File: src/rtl/jk_pkg.sv
// Shared op encodings and sequencer states for the JK flip-flop command path.
// An op is the {J,K} pair it drives onto the flip-flop.
package jk_pkg;
  localparam logic [1:0] OP_HOLD   = 2'b00;
  localparam logic [1:0] OP_RESET  = 2'b01;
  localparam logic [1:0] OP_SET    = 2'b10;
  localparam logic [1:0] OP_TOGGLE = 2'b11;

  typedef enum logic {ST_IDLE, ST_ISSUE} state_t;
endpackage

File: src/rtl/jk_cmd_sequencer_if.sv
// Command handshake bundle: the master issues op/count, the sequencer answers with ready.
interface jk_cmd_sequencer_if #(parameter int CW = 8);
  logic          CMD_VALID;
  logic [1:0]    CMD_OP;
  logic [CW-1:0] CMD_CNT;
  logic          CMD_READY;

  modport master (output CMD_VALID, CMD_OP, CMD_CNT, input CMD_READY);
  modport slave  (input CMD_VALID, CMD_OP, CMD_CNT, output CMD_READY);
endinterface

File: src/rtl/jk_expect.sv
// Reference model of the JK flip-flop Q, advanced once per applied negedge, with a sticky
// divergence flag against the fed-back Q.
module jk_expect
  import jk_pkg::*;
(
  input  logic       clk,
  input  logic       rst_n,
  input  logic [1:0] op,
  input  logic       apply,
  input  logic       q_fb,
  input  logic       clr_err,
  output logic       exp_q,
  output logic       exp_valid,
  output logic       mismatch
);
  logic exp_q_nxt;
  logic exp_valid_nxt;
  logic mis_set;

  always_comb begin
    exp_q_nxt     = exp_q;
    exp_valid_nxt = exp_valid;
    if (apply) begin
      case (op)
        OP_RESET: begin
          exp_q_nxt     = 1'b0;
          exp_valid_nxt = 1'b1;
        end
        OP_SET: begin
          exp_q_nxt     = 1'b1;
          exp_valid_nxt = 1'b1;
        end
        OP_TOGGLE: exp_q_nxt = ~exp_q;
        default:   exp_q_nxt = exp_q;
      endcase
    end
  end

  // A compare is only meaningful once the model has been anchored by a SET or RESET.
  assign mis_set = apply && exp_valid_nxt && (q_fb != exp_q_nxt);

  always_ff @(posedge clk or negedge rst_n) begin
    if (!rst_n) begin
      exp_q     <= 1'b0;
      exp_valid <= 1'b0;
      mismatch  <= 1'b0;
    end else begin
      exp_q     <= exp_q_nxt;
      exp_valid <= exp_valid_nxt;
      if (mis_set)
        mismatch <= 1'b1;
      else if (clr_err)
        mismatch <= 1'b0;
    end
  end
endmodule

File: src/rtl/jk_cmd_sequencer.sv
// Turns HOLD/RESET/SET/TOGGLE commands with a repeat count into posedge-registered J/K
// drive for a negedge flip-flop, checking its Q against a reference model.
module jk_cmd_sequencer
  import jk_pkg::*;
#(
  parameter int CW = 8
) (
  input  logic                CLK,
  input  logic                RSTn,
  jk_cmd_sequencer_if.slave   cmd,
  output logic                J,
  output logic                K,
  input  logic                Q_FB,
  input  logic                CLR_ERR,
  output logic                BUSY,
  output logic                DONE,
  output logic                EXP_Q,
  output logic                EXP_VALID,
  output logic                MISMATCH
);
  state_t        state, state_nxt;
  logic [CW-1:0] rem, rem_nxt;
  logic          j_nxt, k_nxt, done_nxt;

  always_ff @(posedge CLK or negedge RSTn) begin
    if (!RSTn) begin
      state <= ST_IDLE;
      rem   <= '0;
      J     <= 1'b0;
      K     <= 1'b0;
      DONE  <= 1'b0;
    end else begin
      state <= state_nxt;
      rem   <= rem_nxt;
      J     <= j_nxt;
      K     <= k_nxt;
      DONE  <= done_nxt;
    end
  end

  always_comb begin
    state_nxt = state;
    rem_nxt   = rem;
    j_nxt     = J;
    k_nxt     = K;
    done_nxt  = 1'b0;
    case (state)
      ST_IDLE: begin
        if (cmd.CMD_VALID) begin
          {j_nxt, k_nxt} = cmd.CMD_OP;
          rem_nxt        = (cmd.CMD_CNT == '0) ? CW'(1) : cmd.CMD_CNT;
          state_nxt      = ST_ISSUE;
        end
      end
      ST_ISSUE: begin
        // Each posedge here retires the one negedge that saw the current J/K.
        rem_nxt = rem - CW'(1);
        if (rem == CW'(1)) begin
          j_nxt     = 1'b0;
          k_nxt     = 1'b0;
          done_nxt  = 1'b1;
          state_nxt = ST_IDLE;
        end
      end
      default: state_nxt = ST_IDLE;
    endcase
  end

  assign cmd.CMD_READY = (state == ST_IDLE);
  assign BUSY          = (state == ST_ISSUE);

  jk_expect u_expect (
    .clk       (CLK),
    .rst_n     (RSTn),
    .op        ({J, K}),
    .apply     (BUSY),
    .q_fb      (Q_FB),
    .clr_err   (CLR_ERR),
    .exp_q     (EXP_Q),
    .exp_valid (EXP_VALID),
    .mismatch  (MISMATCH)
  );
endmodule
File: src/flat_wrapper.sv
// flat-port wrapper written by rule: the top's interface ports become plain ports
module jk_cmd_sequencer_flat import jk_pkg::*;
#(
  parameter int CW = 8
)
  (CLK, RSTn, J, K, Q_FB, CLR_ERR, BUSY, DONE, EXP_Q, EXP_VALID, MISMATCH, cmd_CMD_VALID, cmd_CMD_OP, cmd_CMD_CNT, cmd_CMD_READY);
  jk_cmd_sequencer_if #(.CW(CW)) cmd_i ();
  input  logic CLK;
  input  logic RSTn;
  output logic J;
  output logic K;
  input  logic Q_FB;
  input  logic CLR_ERR;
  output logic BUSY;
  output logic DONE;
  output logic EXP_Q;
  output logic EXP_VALID;
  output logic MISMATCH;
  input wire logic [$bits(cmd_i.CMD_VALID)-1:0] cmd_CMD_VALID;
  input wire logic [$bits(cmd_i.CMD_OP)-1:0] cmd_CMD_OP;
  input wire logic [$bits(cmd_i.CMD_CNT)-1:0] cmd_CMD_CNT;
  output wire logic [$bits(cmd_i.CMD_READY)-1:0] cmd_CMD_READY;
  assign cmd_i.CMD_VALID = cmd_CMD_VALID;
  assign cmd_i.CMD_OP = cmd_CMD_OP;
  assign cmd_i.CMD_CNT = cmd_CMD_CNT;
  assign cmd_CMD_READY = cmd_i.CMD_READY;
  jk_cmd_sequencer #(.CW(CW)) u_core (.CLK(CLK), .RSTn(RSTn), .cmd(cmd_i), .J(J), .K(K), .Q_FB(Q_FB), .CLR_ERR(CLR_ERR), .BUSY(BUSY), .DONE(DONE), .EXP_Q(EXP_Q), .EXP_VALID(EXP_VALID), .MISMATCH(MISMATCH));
endmodule
File: config.mk
export PLATFORM = sky130hd
export DESIGN_NAME = jk_cmd_sequencer_flat
export DESIGN_NICKNAME = d
export VERILOG_FILES = /design/src/rtl/jk_pkg.sv /design/src/rtl/jk_cmd_sequencer_if.sv /design/src/rtl/jk_expect.sv /design/src/rtl/jk_cmd_sequencer.sv /design/src/flat_wrapper.sv
export SDC_FILE = /design/constraint.sdc
export NUM_CORES = 1
export LEC_CHECK = 0
export CORE_MARGIN = 5
export CORE_UTILIZATION = 48
export DETAILED_ROUTE_END_ITERATION = 8
export HOLD_SLACK_MARGIN = 0.08
export PLACE_DENSITY = 0.82
export SKIP_CTS_REPAIR_TIMING = 1
export SLEW_MARGIN = 20
export SYNTH_ARGS = -nofsm -noshare
export SYNTH_HDL_FRONTEND = slang
export SYNTH_SLANG_ARGS = --single-unit
File: constraint.sdc
create_clock -name CLK -period 2.8 [get_ports CLK]
set_input_delay 0.42 -clock CLK [delete_from_list [all_inputs] [get_ports CLK]]
set_output_delay 0.42 -clock CLK [all_outputs]
set_load 0.005 [all_outputs]
==> impl_metrics.tcl, run 1 <==
set metrics [dict create \
    ff2ff_setup_slack_ns 0.99 \
    seq_area_um2 375 \
    port_buffers 22 \
    timing.fmax_ghz 0.443 \
    via_count 765 \
    synth_top_area_frac 0.448 \
    antenna_found_initial 0 \
    syn_inst 88 \
    placed_area_um2 1070 \
    dpl.hpwl_um 1510 \
    total_power_w 0.000892 \
    p_leak_nw 0.458 \
    arrival_ns 1.84 \
    synthAdderAreaFrac 0.0299 \
    crit_fanout 19 \
    fillerInstances 133 \
    cts.sinks 15 \
    synth_area_um2 838 \
    numCtsBuffers 3 \
    antennaDiodeCount 0 \
    pwr-share-clk 0.136 \
    p_int_w 0.000562 \
    synth-compound-area-share 0.190 \
    syn2layout_area_growth_pct 30.7 \
    grt_pass1_wl_um 3260 \
    drc 0 \
    fin_crit_sh 0.805 \
    synthDistinctLibCells 36 \
    yosysSeqAreaShare 0.448 \
    fp.coreArea_um2 1690 \
    p_sw_w 0.000330 \
    utilization 0.649 \
    vias_per_cell 5.98 \
    cts.clk_slew.worst_paths_ns 0.09 \
    rsz0062_at_grt "false" \
    wl_um 1960 \
    grt_max_degree 20 \
    cts_tree "done" \
    htreeDepth 1 \
    placed_cells 124 \
    switching_share 0.370 \
    fin_crit_ns 2.26 \
    setup_viol 0 \
    die_area_um2 2680 \
    die_w_um 51.8 \
    end_kind "output pin" \
    synthSimpleGateAreaFrac 0.236 \
    initial_core_util 0.496 \
    startpoint_type "register" \
    worstPathRequired_ns 2.38 \
    pwr-share-seq 0.467 \
    final-hold-violation-count 0 \
    finalSetupTns_ns 0 \
    maxSlewHeadroom 0.541 \
    grt_pass1_vias 725 \
    netlist_top_cells_area "dfrtp_1, a21oi_1, nand2b_1" \
    final_nets 129 \
    cts_root_buffer "clkbuf_4" \
    drive_gt1_frac 0.0631 \
    clk_latency_ns 0.28 \
    status "finished clean" \
    firstDrtPassIters 4 \
    instances_no_fill 128 \
    powerDensity_nw_per_um2 813 \
    routabilityCongestion 0.843 \
    drt_iter0_drc 22 \
    yosysWarnings 0 \
    ios 23 \
    clockBufferDepth 2 \
    grt_use_total 0.161 \
    ys_ff_latch 15 \
    antenna_left 0 \
    combPwrFrac 0.396 \
    worst_slew_pin_slew_ns 0.686 \
    synth_top_family_by_area "simple AND/OR/NAND/NOR gates" \
    multi_input_area_um2 437 \
    gr-total-overflow 0 \
    synth.largest_area_cell "dfrtp_1" \
    critPathKind "reg2out" \
    wl_per_cell_um 15.3 \
    synth.area.mux_share 0.0239 \
    maxSlewViolCount 0 \
    fp-row-count 15 \
    synth.avg_cell_area_um2 9.53 \
    synth_xor_area_frac 0.0418 \
    min_path_type "reg2reg" \
    synth_nets 105 \
    maxCapViolations 0 \
    ir_drop_mv 0.501 \
    fin_area_um2 1100 \
    dieHeight_um 51.8 \
    clock_skew_ns 0.00898 \
]
-- per-stage QoR --
step	hold slack [ns]	worst slack, ns
6_report	0.498	0.545
5_1_grt	0.555	0.408
4_1_cts	0.510	0.559
3_5_place_dp	0.490	0.866
3_3_place_gp	0.481	0.913
2_1_floorplan	0.124	1.18
-- area by class of cell --
type,instances,area share
multi-input combinational,66,0.398
sequential,15,0.342
timing repair buffer,22,0.201
clock buffer,3,0.0205
tap,17,0.0194
inverter,4,0.0137
clock inverter,1,0.00457
-- worst paths after layout --
| path | from | endpoint | depth (start not counted) |
|---|---|---|---|
| setup / recovery | u_core.BUSY | cmd_CMD_READY | 2 |
| min in group asynchronous | RSTn | u_core.J | 1 |
| hold / removal | u_core.u_expect.mismatch | u_core.u_expect.mismatch | 2 |
| max in group asynchronous | RSTn | u_core.rem[3] | 1 |
| setup reg to reg | u_core.rem[0] | u_core.rem[6] | 5 |
| hold reg to reg | u_core.u_expect.mismatch | u_core.u_expect.mismatch | 2 |
-- power by group through the flow --
stage          logic, W  clock network (W)  registers [W]
4_1_cts        0.000357           0.000124       0.000416
3_5_place_dp   0.000355                  0       0.000420
3_3_place_gp   0.000337                  0       0.000415
2_1_floorplan  0.000226                  0       0.000393
6_report       0.000353           0.000121       0.000417
5_1_grt        0.000394           0.000133       0.000435
-- worst max-delay path, cell delays in order, from the launching register on --
cell and delay, ns:
dfrtp_1 0.69, clkinv_1 0.34, clkdlybuf4s50_1 0.53
-- registers in the layout, indices dropped and copies added (netlist names) --
name / cells
u_core.u_expect.exp_valid: 1
u_core.J: 1
u_core.K: 1
u_core.u_expect.exp_q: 1
u_core.BUSY: 1
u_core.rem: 8
u_core.DONE: 1
u_core.u_expect.mismatch: 1
-- metal layers --
layer,track usage,vias up,share of wire
met5,0,-,0
met4,0.0480,0,0.0082
met3,0.0344,2,0.083
met2,0.282,32,0.50
met1,0.197,362,0.41
li1,-,369,-
-- kinds of logic (layout without fill, tap and decap cells) --
| logic type | count (synthesis) | count (layout) |
|---|---|---|
| DFF | 15 | 15 |
| adders and majority gates | 2 | 2 |
| AOI/OAI and AO/OA | 25 | 25 |
| muxes | 2 | 2 |
| and+or+nand+nor | 33 | 33 |
| buffers and inverters | 7 | 30 |
| xor gates and xnor gates | 4 | 4 |
-- placed cells by master, fill, tap and decap left out, types with 3 or more instances in the layout --
cell              n
clkbuf_4          3
nor2b_1           4
a21oi_1           7
nand2_1           7
clkdlybuf4s50_1  22
xor2_1            3
inv_1             3
o21ai_0           5
nand2b_1          5
dfrtp_1          15
nor2_1            4
-- cell usage after synthesis --
master and instances:
mux2i_1 2, o21ai_0 5, and4b_2 1, nand3b_1 1, nor2_1 4, inv_1 3, xnor2_1 1, a221oi_1 1
nor4_1 2, and3b_1 1, a31oi_1 2, xor2_1 3, a21o_2 1, nor3b_1 1, nor2b_1 4, a21oi_1 7
ha_1 2, nor3_1 2, o32ai_1 1, nand4b_1 1, clkbuf_1 2, buf_1 1, nand2_1 7, a211oi_1 2
clkinv_1 1, a22oi_1 1, dfrtp_1 15, o22ai_1 2, and4_1 1, o211a_1 1, nand2b_1 5, a21o_1 1
or4_1 1, or3b_4 1, o31ai_1 1, and2_1 1
No activity file was read; power rests on OpenSTA's default activity.
==> inputs of run 2 (changes only) <==
- CORE_UTILIZATION: 48 -> 46
- PLACE_DENSITY: 0.82 -> 0.79
- clock period: 2.8 -> 2.14 ns (I/O delays scaled with it)
==> impl_metrics.tcl, run 2 (synthesis results as in run 1) <==
set metrics [dict create \
    worst_slew_pin_slew_ns 0.655 \
    critPathKind "reg2reg" \
    status "finished clean" \
    drive_gt1_frac 0.0625 \
    dpl.hpwl_um 1460 \
    clock_skew_ns 0.0108 \
    fin_crit_ns 1.70 \
    fillerInstances 153 \
    die_w_um 52.7 \
    fin_crit_sh 0.795 \
    cts_tree "done" \
    maxSlewHeadroom 0.562 \
    grt_pass1_vias 712 \
    maxSlewViolCount 0 \
    cts.sinks 15 \
    fp-row-count 15 \
    syn2layout_area_growth_pct 32.7 \
    ios 23 \
    p_leak_nw 0.459 \
    antenna_left 0 \
    arrival_ns 1.92 \
    worstSetupStartpoint "u_core.rem[0]" \
    multi_input_area_um2 437 \
    powerDensity_nw_per_um2 1040 \
    htreeDepth 1 \
    clockBufferDepth 2 \
    setup_viol 0 \
    fp.coreArea_um2 1730 \
    timing.fmax_ghz 0.588 \
    final_nets 130 \
    finalSetupTns_ns 0 \
    grt_max_degree 18 \
    grt_use_total 0.151 \
    antennaDiodeCount 0 \
    wl_um 1860 \
    wl_per_cell_um 13.5 \
    gr-total-overflow 0 \
    vias_per_cell 5.37 \
    r2r_end "u_core.rem[6]" \
    ir_drop_mv 0.575 \
    final-hold-violation-count 0 \
    grt_pass1_wl_um 3100 \
    final_common_cell "clkdlybuf4s50_1" \
    routabilityCongestion 0.737 \
    crit_fanout 5 \
    drc 0 \
    port_buffers 22 \
    seq_area_um2 375 \
    drt_iter0_drc 8 \
    cts.clk_slew.worst_paths_ns 0.09 \
    initial_core_util 0.486 \
    via_count 736 \
    utilization 0.644 \
    ff2ff_setup_slack_ns 0.44 \
    firstDrtPassIters 4 \
    regMostFlops "u_core.rem" \
    dieHeight_um 52.7 \
    worstPathRequired_ns 2.36 \
    final_cell_mix "clkdlybuf4s50_1, dfrtp_1, a21oi_1, nand2_1" \
    min_path_type "in2async" \
    rsz0062_at_grt "false" \
    clk_latency_ns 0.29 \
    antenna_found_initial 0 \
    reg2reg_depth 5 \
    end_kind "register" \
    numCtsBuffers 3 \
    die_area_um2 2780 \
    largest_reg_flops 8 \
    cts_root_buffer "clkbuf_4" \
    maxCapViolations 0 \
    rr_startpoint "u_core.rem[0]" \
    startpoint_type "register" \
]
run 2: cell count changes in the layout (fill, tap and decap cells not counted), sizes merged:
| cell | change |
|---|---|
| buf | +1 |
| clkinv | -1 |
| clkbuf | +1 |
run 2: layout make-up:
cell class,count,share of cell area
inverters,4,0.0135
repair buffers,23,0.205
well taps,25,0.0281
clock buffers,4,0.0236
multi-input cells,66,0.393
flip-flops and latches,15,0.337
run 2: worst max path at each step:
stage	to	slack, ns	cells past startpoint
3_3_place_gp	u_core.rem[6]	0.47	5
5_1_grt	u_core.rem[6]	0.34	5
6_report	u_core.rem[6]	0.44	5
2_1_floorplan	u_core.rem[6]	0.52	5
4_1_cts	u_core.rem[6]	0.43	5
3_5_place_dp	u_core.rem[6]	0.42	5
run 2: layer usage:
layer / vias to the layer above / track usage / part of all wire
met5: - / 0 / 0
met4: 0 / 0.0383 / 0.010
met3: 2 / 0.0484 / 0.072
met2: 24 / 0.258 / 0.47
met1: 342 / 0.180 / 0.45
li1: 368 / - / -
run 2: critical path, stage by stage, from the launching register on:
cell	delay, ns
dfrtp_1	0.42
inv_1	0.07
ha_1	0.17
or3b_4	0.41
or4_1	0.40
a31oi_1	0.17
run 2: stage by stage:
| stage | setup WS [ns] | std cells | hold slack [ns] | cell area, um^2 | power (W) |
|---|---|---|---|---|---|
| CTS | 0.425 | 137 | 0.467 | 1110 | 0.00116 |
| floorplan | 0.520 | 88 | 0.0254 | 838 | 0.000809 |
| global route | 0.337 | 137 | 0.497 | 1110 | 0.00125 |
| global placement | 0.472 | 133 | 0.478 | 1090 | 0.000984 |
| detailed placement | 0.416 | 133 | 0.485 | 1090 | 0.00100 |
| finish | 0.439 | 137 | 0.429 | 1110 | 0.00115 |
run 2: power by group:
group / internal (W) / total, W / leakage (nW) / switching (W)
Sequential: 0.000400 / 0.000540 / 0.171 / 0.000140
Clock: 0.0000725 / 0.000160 / 0.0150 / 0.0000877
Combinational: 0.000264 / 0.000452 / 0.273 / 0.000188
